==> config.mk <==
export PLATFORM = sky130hd
export DESIGN_NAME = sqrt_nonrestoring_param
export DESIGN_NICKNAME = d
export VERILOG_FILES = /design/src/rtl/sqrt_nonrestoring_param_pkg.sv /design/src/rtl/addsub_n.sv /design/src/rtl/sqrt_nonrestoring_param.sv
export SDC_FILE = /design/constraint.sdc
export NUM_CORES = 1
export LEC_CHECK = 0
export BUFFER_PORTS_ARGS = -buffer_cell sky130_fd_sc_hd__clkbuf_2
export CAP_MARGIN = 20
export CORE_MARGIN = 4
export CORE_UTILIZATION = 50
export DETAILED_ROUTE_END_ITERATION = 10
export PLACE_DENSITY = 0.81
export SYNTH_ARGS = -nofsm -noshare
export SYNTH_HDL_FRONTEND = slang
export SYNTH_SLANG_ARGS = --single-unit
==> constraint.sdc <==
create_clock -name clk -period 14.4 [get_ports clk]
set_input_delay 1.44 -clock clk [delete_from_list [all_inputs] [get_ports clk]]
set_output_delay 1.44 -clock clk [all_outputs]
set_load 0.01 [all_outputs]
==> src/rtl/sqrt_nonrestoring_param_pkg.sv <==
// sqrt_nonrestoring_param_pkg: shared widths, FSM states and helpers for the sqrt engine
package sqrt_nonrestoring_param_pkg;

    typedef enum logic {S_IDLE, S_BUSY} state_t;

    function automatic int clog2(input int v);
        int n = 0;
        while ((1 << n) < v) n++;
        return n;
    endfunction

    function automatic int root_w(input int w);
        return w / 2;
    endfunction

    function automatic int rem_w(input int w);
        return w / 2 + 1;
    endfunction

    function automatic int cnt_w(input int w);
        return clog2(w / 2);
    endfunction

    function automatic bit width_ok(input int w);
        return (w % 2 == 0) && (w >= 4);
    endfunction

endpackage

==> src/rtl/addsub_n.sv <==
// addsub_n: N-bit two's-complement add/subtract built from generate/propagate terms
module addsub_n #(
    parameter int N = 8
) (
    input  logic [N-1:0] a,
    input  logic [N-1:0] b,
    input  logic         sub,
    output logic [N-1:0] sum
);

    logic [N-1:0] bx, g, p;

    // subtract = invert b and inject carry-in 1; carries follow g | p & c
    always_comb begin
        logic cy;
        bx = b ^ {N{sub}};
        g = a & bx;
        p = a ^ bx;
        cy = sub;
        sum = '0;
        for (int i = 0; i < N; i++) begin
            sum[i] = p[i] ^ cy;
            cy = g[i] | (p[i] & cy);
        end
    end

endmodule

==> src/rtl/sqrt_nonrestoring_param.sv <==
// sqrt_nonrestoring_param: multi-cycle non-restoring integer square root, one root bit per clock
module sqrt_nonrestoring_param
    import sqrt_nonrestoring_param_pkg::*;
#(
    parameter int WIDTH = 32,
    localparam int QW = root_w(WIDTH),
    localparam int RW = rem_w(WIDTH),
    localparam int CW = cnt_w(WIDTH)
) (
    input  logic             clk,
    input  logic             clr,
    input  logic             start,
    input  logic [WIDTH-1:0] d,
    input  logic             round_en,
    input  logic             abort,
    output logic [QW-1:0]    q,
    output logic [RW-1:0]    r,
    output logic             rounded_up,
    output logic             busy,
    output logic             ready,
    output logic             done
);

    localparam int AW = RW + 1;

    if (!width_ok(WIDTH)) begin : g_bad_width
        $fatal(1, "sqrt_nonrestoring_param: WIDTH must be even and >= 4");
    end

    state_t           state, state_nx;
    logic [WIDTH-1:0] d_reg;
    logic             rnd, r_neg;
    logic [QW-1:0]    r_low, q_part, q_nx;
    logic [CW-1:0]    cnt;
    logic [AW-1:0]    t, b, sum;
    logic [RW-1:0]    r_corr;
    logic             accept, kill, last, round_up;

    assign busy = (state == S_BUSY);

    // handshake decode and next-state; abort only bites while busy
    always_comb begin
        accept   = start && state == S_IDLE;
        kill     = abort && state == S_BUSY;
        last     = state == S_BUSY && !abort && cnt == CW'(QW - 1);
        state_nx = accept ? S_BUSY : (kill || last) ? S_IDLE : state;
        t        = {r_low, d_reg[WIDTH-1 -: 2]};
        b        = {q_part, r_neg, 1'b1};
    end

    // subtract while the partial remainder is non-negative, add otherwise
    addsub_n #(.N(AW)) u_addsub (
        .a   (t),
        .b   (b),
        .sub (!r_neg),
        .sum (sum)
    );

    // next root bit, remainder correction and round-to-nearest with saturation
    always_comb begin
        q_nx     = {q_part[QW-2:0], ~sum[AW-1]};
        r_corr   = sum[AW-1] ? sum[RW-1:0] + {q_nx, 1'b1} : sum[RW-1:0];
        round_up = rnd && (r_corr > RW'(q_nx)) && !(&q_nx);
    end

    // state register
    always_ff @(posedge clk or posedge clr) begin
        if (clr) state <= S_IDLE;
        else     state <= state_nx;
    end

    // datapath: load on accept, iterate while busy, publish result on the last step
    always_ff @(posedge clk or posedge clr) begin
        if (clr) begin
            d_reg      <= '0;
            rnd        <= 1'b0;
            r_neg      <= 1'b0;
            r_low      <= '0;
            q_part     <= '0;
            cnt        <= '0;
            q          <= '0;
            r          <= '0;
            rounded_up <= 1'b0;
            ready      <= 1'b0;
            done       <= 1'b0;
        end else begin
            done <= last;
            if (accept) begin
                d_reg      <= d;
                rnd        <= round_en;
                r_neg      <= 1'b0;
                r_low      <= '0;
                q_part     <= '0;
                cnt        <= '0;
                q          <= '0;
                r          <= '0;
                rounded_up <= 1'b0;
                ready      <= 1'b0;
            end else if (kill) begin
                q          <= '0;
                r          <= '0;
                rounded_up <= 1'b0;
                ready      <= 1'b0;
            end else if (busy) begin
                d_reg  <= d_reg << 2;
                r_neg  <= sum[AW-1];
                r_low  <= sum[QW-1:0];
                q_part <= q_nx;
                cnt    <= cnt + 1'b1;
                if (last) begin
                    q          <= q_nx + QW'(round_up);
                    r          <= r_corr;
                    rounded_up <= round_up;
                    ready      <= 1'b1;
                end
            end
        end
    end

endmodule

Word level (Yosys, flattened, before mapping)
Cells that the tools add are included.

storage, ports and cells
  logic and storage cells = 126
  register bits = 107
  bits of input ports = 37

operators by class
  add/subtract/negate cells = 3
  bitwise gates (word level) = 57
  reductions and logical operators = 17
  muxes and demuxes = 34
  order comparisons = 1
  eq/ne operators = 2

operators with widths
  cell                                           count
  two-way mux 16 bit                             10
  two-way mux 32 bit                             3
  two-way mux 17 bit                             5
  XOR 18 bit                                     2
  XOR 1 bit                                      18
  adder 17 bit                                   1
  bitwise AND 1 bit                              17
  bitwise AND 17 bit                             1
  greater-than comparator 17 x 16 -> 1 bit       1
  bitwise OR 1 bit                               17
  adder 16 x 1 -> 16 bit                         1
  AND reduction 16 bit                           1
  two-way mux 1 bit                              13
  two-way mux 4 bit                              3
  logical AND 1 bit                              6
  nonzero test 3 bit                             2
  adder 4 x 1 -> 4 bit (second input constant)   1
  == test 4 bit (second input constant)          1
  AND reduction 2 bit                            2
  nonzero test 2 bit                             2
  zero test 1 bit                                3
  inequality test 2 bit (second input constant)  1
  NOT 1 bit                                      2
  logical OR 1 bit                               1

Depth between registers and ports, before layout
  depth in word-level cells = 49
  mapped depth = 45
  mapped depth without buffers = 43

Cells and area by module
Synthesis repeated with hierarchy kept, for this count alone.

unflattened totals
  cell total of the unflattened synthesis = 701
  area total of the unflattened synthesis = 6,531.3 µm²

by module, submodules not included
  module                   area each (µm²)  times used  cells each
  sqrt_nonrestoring_param  5,871.9          1           630
  addsub_n                 659.4            1           71

Worst setup path before layout
No wires, ideal clock.

  path type = reg2reg
  start point = reg r_neg
  end point = reg q[10]
  path slack = 2,938 ps
  required time = 14,267 ps
  stages on the path, launching flop included = 45
  arrival time = 11,328 ps
  setup time = 133 ps
  path buffers = 3
  path through = dfrtp_1 buf_2 xnor2_1 fa_1 fa_1 fa_1 fa_1 fa_1 fa_1 fa_1 fa_1 fa_1 fa_1 fa_1 fa_1 fa_1 fa_1 fa_1 (+9 left out) a311oi_1 xor2_1 o21ai_0 ha_1 nand4_1 nor2_1 nand2_1 o21ai_0 a31oi_1 a2111oi_4 nor2_1 ha_1 ha_1 nand4_1 nor2_1 nand2_1 xnor2_1 o21ai_0

on the way
  cells in the longest elaborated chain, start to end = 49

ends and longest elaborated chain
  item                                      RTL line                        source
  from (decl)                               sqrt_nonrestoring_param.sv:32   logic rnd, r_neg;
  from (signal assigned)                    sqrt_nonrestoring_param.sv:106  r_neg <= sum[AW-1];
  zero test 1 bit                           sqrt_nonrestoring_param.sv:55   .sub (!r_neg),
  XOR 18 bit                                addsub_n.sv:16                  bx = b ^ {N{sub}};
  XOR 18 bit                                addsub_n.sv:18                  p = a ^ bx;
  bitwise AND 1 bit                         addsub_n.sv:23                  cy = g[i] | (p[i] & cy);
  bitwise OR 1 bit                          addsub_n.sv:23
  bitwise AND 1 bit                         addsub_n.sv:23
  bitwise OR 1 bit                          addsub_n.sv:23
  bitwise AND 1 bit                         addsub_n.sv:23
  (+32 left out)                            -
  two-way mux 17 bit                        sqrt_nonrestoring_param.sv:62   r_corr = sum[AW-1] ? sum[RW-1:0] + {q_nx, 1'b1} : sum[RW-1:0];
  greater-than comparator 17 x 16 -> 1 bit  sqrt_nonrestoring_param.sv:63   round_up = rnd && (r_corr > RW'(q_nx)) && !(&q_nx);
  logical AND 1 bit (2 in a row)            sqrt_nonrestoring_param.sv:63
  adder 16 x 1 -> 16 bit *                  sqrt_nonrestoring_param.sv:111  q <= q_nx + QW'(round_up);
  two-way mux 16 bit *                      sqrt_nonrestoring_param.sv:110  if (last) begin
  two-way mux 16 bit *                      sqrt_nonrestoring_param.sv:104  end else if (busy) begin
  two-way mux 16 bit *                      sqrt_nonrestoring_param.sv:99   end else if (kill) begin
  two-way mux 16 bit *                      sqrt_nonrestoring_param.sv:88   if (accept) begin
  to (signal assigned)                      sqrt_nonrestoring_param.sv:111
  to (decl)                                 sqrt_nonrestoring_param.sv:16   output logic [QW-1:0] q,

Mark *: on every way between the ends. The rest lies on a longest branch, timed or not. The select of a mux whose other input is x is not followed.
A chain may end at the register's enable or synchronous reset.

Final worst setup path
  start point = reg r_neg
  end point = reg q[12]

Same word-level chain as after synthesis.

==> out/metrics.cfg <==
[run_status]
status = completed

[die]
rows = 40
die_area_um2 = 14370
die_width_um = 119.9
die_y_um = 119.9
core-area_um2 = 12110
initial_core_util = 0.5167
io_pins = 74

[global_routing]
grt_start_max_net_pins = 63
grt_antenna_before_repair = 0
grt-ovfl-total = 0
grt_usage = 0.2193
grt_pass1_vias = 5160
grt_pass1_wl_um = 25740

[clocking]
clock_path_buffers = 2
cts_buffers = 9
ctsHoldBuffers = 0
clock_latency_ns = 0.35
cts_tree = built
clk_pin_slew_ns = 0.08
clock-sinks = 107
htreeDepth = 3
cts_setup_buffers = 0
cts_root_buffer = clkbuf_16
cts_resized = 0

[pwr]
p_int_mw = 1.032
power_switching_mw = 0.9692
leakage_nw = 3.411
pwr-share-seq = 0.198
power_frac_comb = 0.681
sw_frac_of_total = 0.4843
clkPwrFrac = 0.121
powerDensity_nw_per_um2 = 283.1
peakVddDrop_mv = 0.1186

[detailed_routing]
drc = 0
drtAntennaViolNets = 0
first_iter_violations = 516
wire_per_inst_um = 17.30
via_count = 5124
routed_via_density = 5.803
drt_first_pass_iters = 5
wirelength_um = 15280

[finish]
ff_latch_area_um2 = 2678
drive_above_1_share = 0.1580
multi_input_area_um2 = 3364
nets = 798
largest_register_ffs = 32
fill_cells = 1043
diodes = 0
final_cell_area_um2 = 7067
syn_to_final_growth_pct = 12.91
post-route-util = 0.5835

[setup_path]
critPathArrivalTime_ns = 13.03
crit_buf_inv = 1
cpPeakStageDelay_ns = 0.88
setup.worst_path.end_class = register
r2r_setup_slack_ns = 1.59
critPathKind = register to register
cp.required_ns = 14.61
r2r_start = r_neg
start_kind = register
cp_common_cell = fa_1
r2r-end = q[12]
slowest_stage = dfrtp_1
reg2reg_depth = 40
cp_num_cells = 40
endpoint = q[12]
critPathTopFamily = adder cells
critPathLaunch = r_neg
crit_fanout = 45

[synth]
synth_seq_cells = 107
synth_area_leaders = dfrtp_1 43%, nand2_1 7.2%, ha_1 7.0%
synth-edff-count = 0
synth_top_area_frac = 0.4278
synth_nets = 746
yosys.area.top_type = dfrtp_1
ys_seq_area_frac = 0.4278
synth_area_um2 = 6259
synth_warnings = 0
dominantRegCellSynth = dfrtp_1
postSynthCellCount = 658
synth_cell_types = 49
syn_area_per_cell_um2 = 9.511
async_reset_ff_frac = 1.000

[place]
portBuffers = 73
pre_cts_ws_ns = 1.820
dp_hpwl_um = 10900
place_area_um2 = 6751
gp_congestion = 0.9242

[timing]
finalCritPeriodShare = 0.8898
relSlewSlack = 0.3811
rsz0062_at_grt = false
timing.hold.ws_ns = 0.4821
max_freq_ghz = 0.07805
fin_ws_ns = 1.587
skew_ns = 0.007872
min_period_ns = 12.81
hold_viol = 0
tns_ns = 0
setup_violations = 0
drv_slew = 0
tightestPinTransition_ns = 0.9284

[worst_hold_path]
hp-class = register to register

[job]
cap_viol_max_count = 0

worst min-delay path, stage by stage, from the launching register on:
cell and delay [ns]:
dfrtp_1 0.35, nand2_1 0.05, nand2_1 0.05
final cells by class:
| class | count | area share |
|---|---|---|
| sequential | 107 | 0.3789 |
| clock buffer | 10 | 0.03240 |
| inverter | 23 | 0.01257 |
| multi-input combinational | 489 | 0.4761 |
| timing repair buffer | 80 | 0.06197 |
| tap | 168 | 0.02975 |
| clock inverter | 6 | 0.008322 |
kinds of logic after synthesis:
logic type / share of synthesized area
AND/OR/NAND/NOR: 0.1561
AO/OA/AOI/OAI: 0.1869
flip-flops: 0.4278
buffers and inverters: 0.03918
adder cells (fa/ha/maj): 0.1212
XOR/XNOR: 0.06018
multiplexers: 0.008596
metal layers:
metal | part of all wire | vias up | GRT usage
met5 | 0 | - | 0
met4 | 0.028 | 0 | 0.07301
met2 | 0.49 | 194 | 0.3708
met1 | 0.43 | 2480 | 0.2853
met3 | 0.052 | 37 | 0.04006
li1 | - | 2413 | -
Yosys cell counts, types with 4 or more instances:
master / number
a22o_1: 17
a211oi_1: 4
o31ai_1: 4
fa_1: 16
nand2b_1: 4
a21oi_1: 19
dfrtp_1: 107
nand3_1: 34
nand2_1: 120
clkbuf_1: 32
o21a_1: 8
xor2_1: 6
inv_1: 23
xnor2_1: 37
nor2_1: 24
a21o_1: 14
ha_1: 35
nor2b_1: 7
nand4_1: 7
and3_1: 8
o21ai_0: 54
nor3_1: 8
a22oi_1: 27
worst min-delay path by stage:
| stage | depth (start not counted) | from | slack, ns | endpoint |
|---|---|---|---|---|
| finish | 2 | d_reg[9] | 0.48 | d_reg[9] |
| global route | 2 | d_reg[9] | 0.51 | d_reg[9] |
| CTS | 2 | d_reg[28] | 0.49 | d_reg[28] |
| detailed placement | 2 | d_reg[16] | 0.47 | d_reg[16] |
| global placement | 2 | d_reg[29] | 0.46 | d_reg[29] |
| floorplan | 2 | d_reg[10] | 0.45 | d_reg[10] |
power groups by stage:
stage | clock network [mW] | logic (mW) | registers [mW]
global placement | 0 | 1.28 | 0.398
CTS | 0.244 | 1.34 | 0.395
floorplan | 0 | 1.01 | 0.380
finish | 0.242 | 1.36 | 0.396
detailed placement | 0 | 1.32 | 0.400
global route | 0.260 | 1.52 | 0.402
stage by stage:
step                std cells  power [mW]
floorplan                 658       1.391
global placement          866       1.675
detailed placement        866       1.719
CTS                       882       1.977
global route              883       2.180
finish                    883       2.001
cell usage in the layout, fill, tap and decap left out, types with 3 or more instances in the layout:
| master | instances |
|---|---|
| a21oi_1 | 18 |
| and3_1 | 8 |
| xnor2_1 | 36 |
| nor4_1 | 3 |
| a21o_1 | 14 |
| fa_1 | 16 |
| nand2b_1 | 4 |
| dfrtp_1 | 107 |
| mux2_2 | 3 |
| nand4_1 | 7 |
| nand2_1 | 120 |
| xor2_1 | 6 |
| nor3_1 | 8 |
| ha_1 | 35 |
| o311ai_0 | 3 |
| nor2_1 | 23 |
| a211oi_1 | 4 |
| o31ai_1 | 4 |
| a22o_1 | 17 |
| inv_1 | 22 |
| clkbuf_16 | 9 |
| a22oi_1 | 27 |
| nand3_1 | 34 |
| nor2b_1 | 5 |
| buf_4 | 6 |
| o21a_1 | 8 |
| clkbuf_2 | 73 |
| o21ai_0 | 54 |
Note: power is estimated with default switching activity, not from simulation.
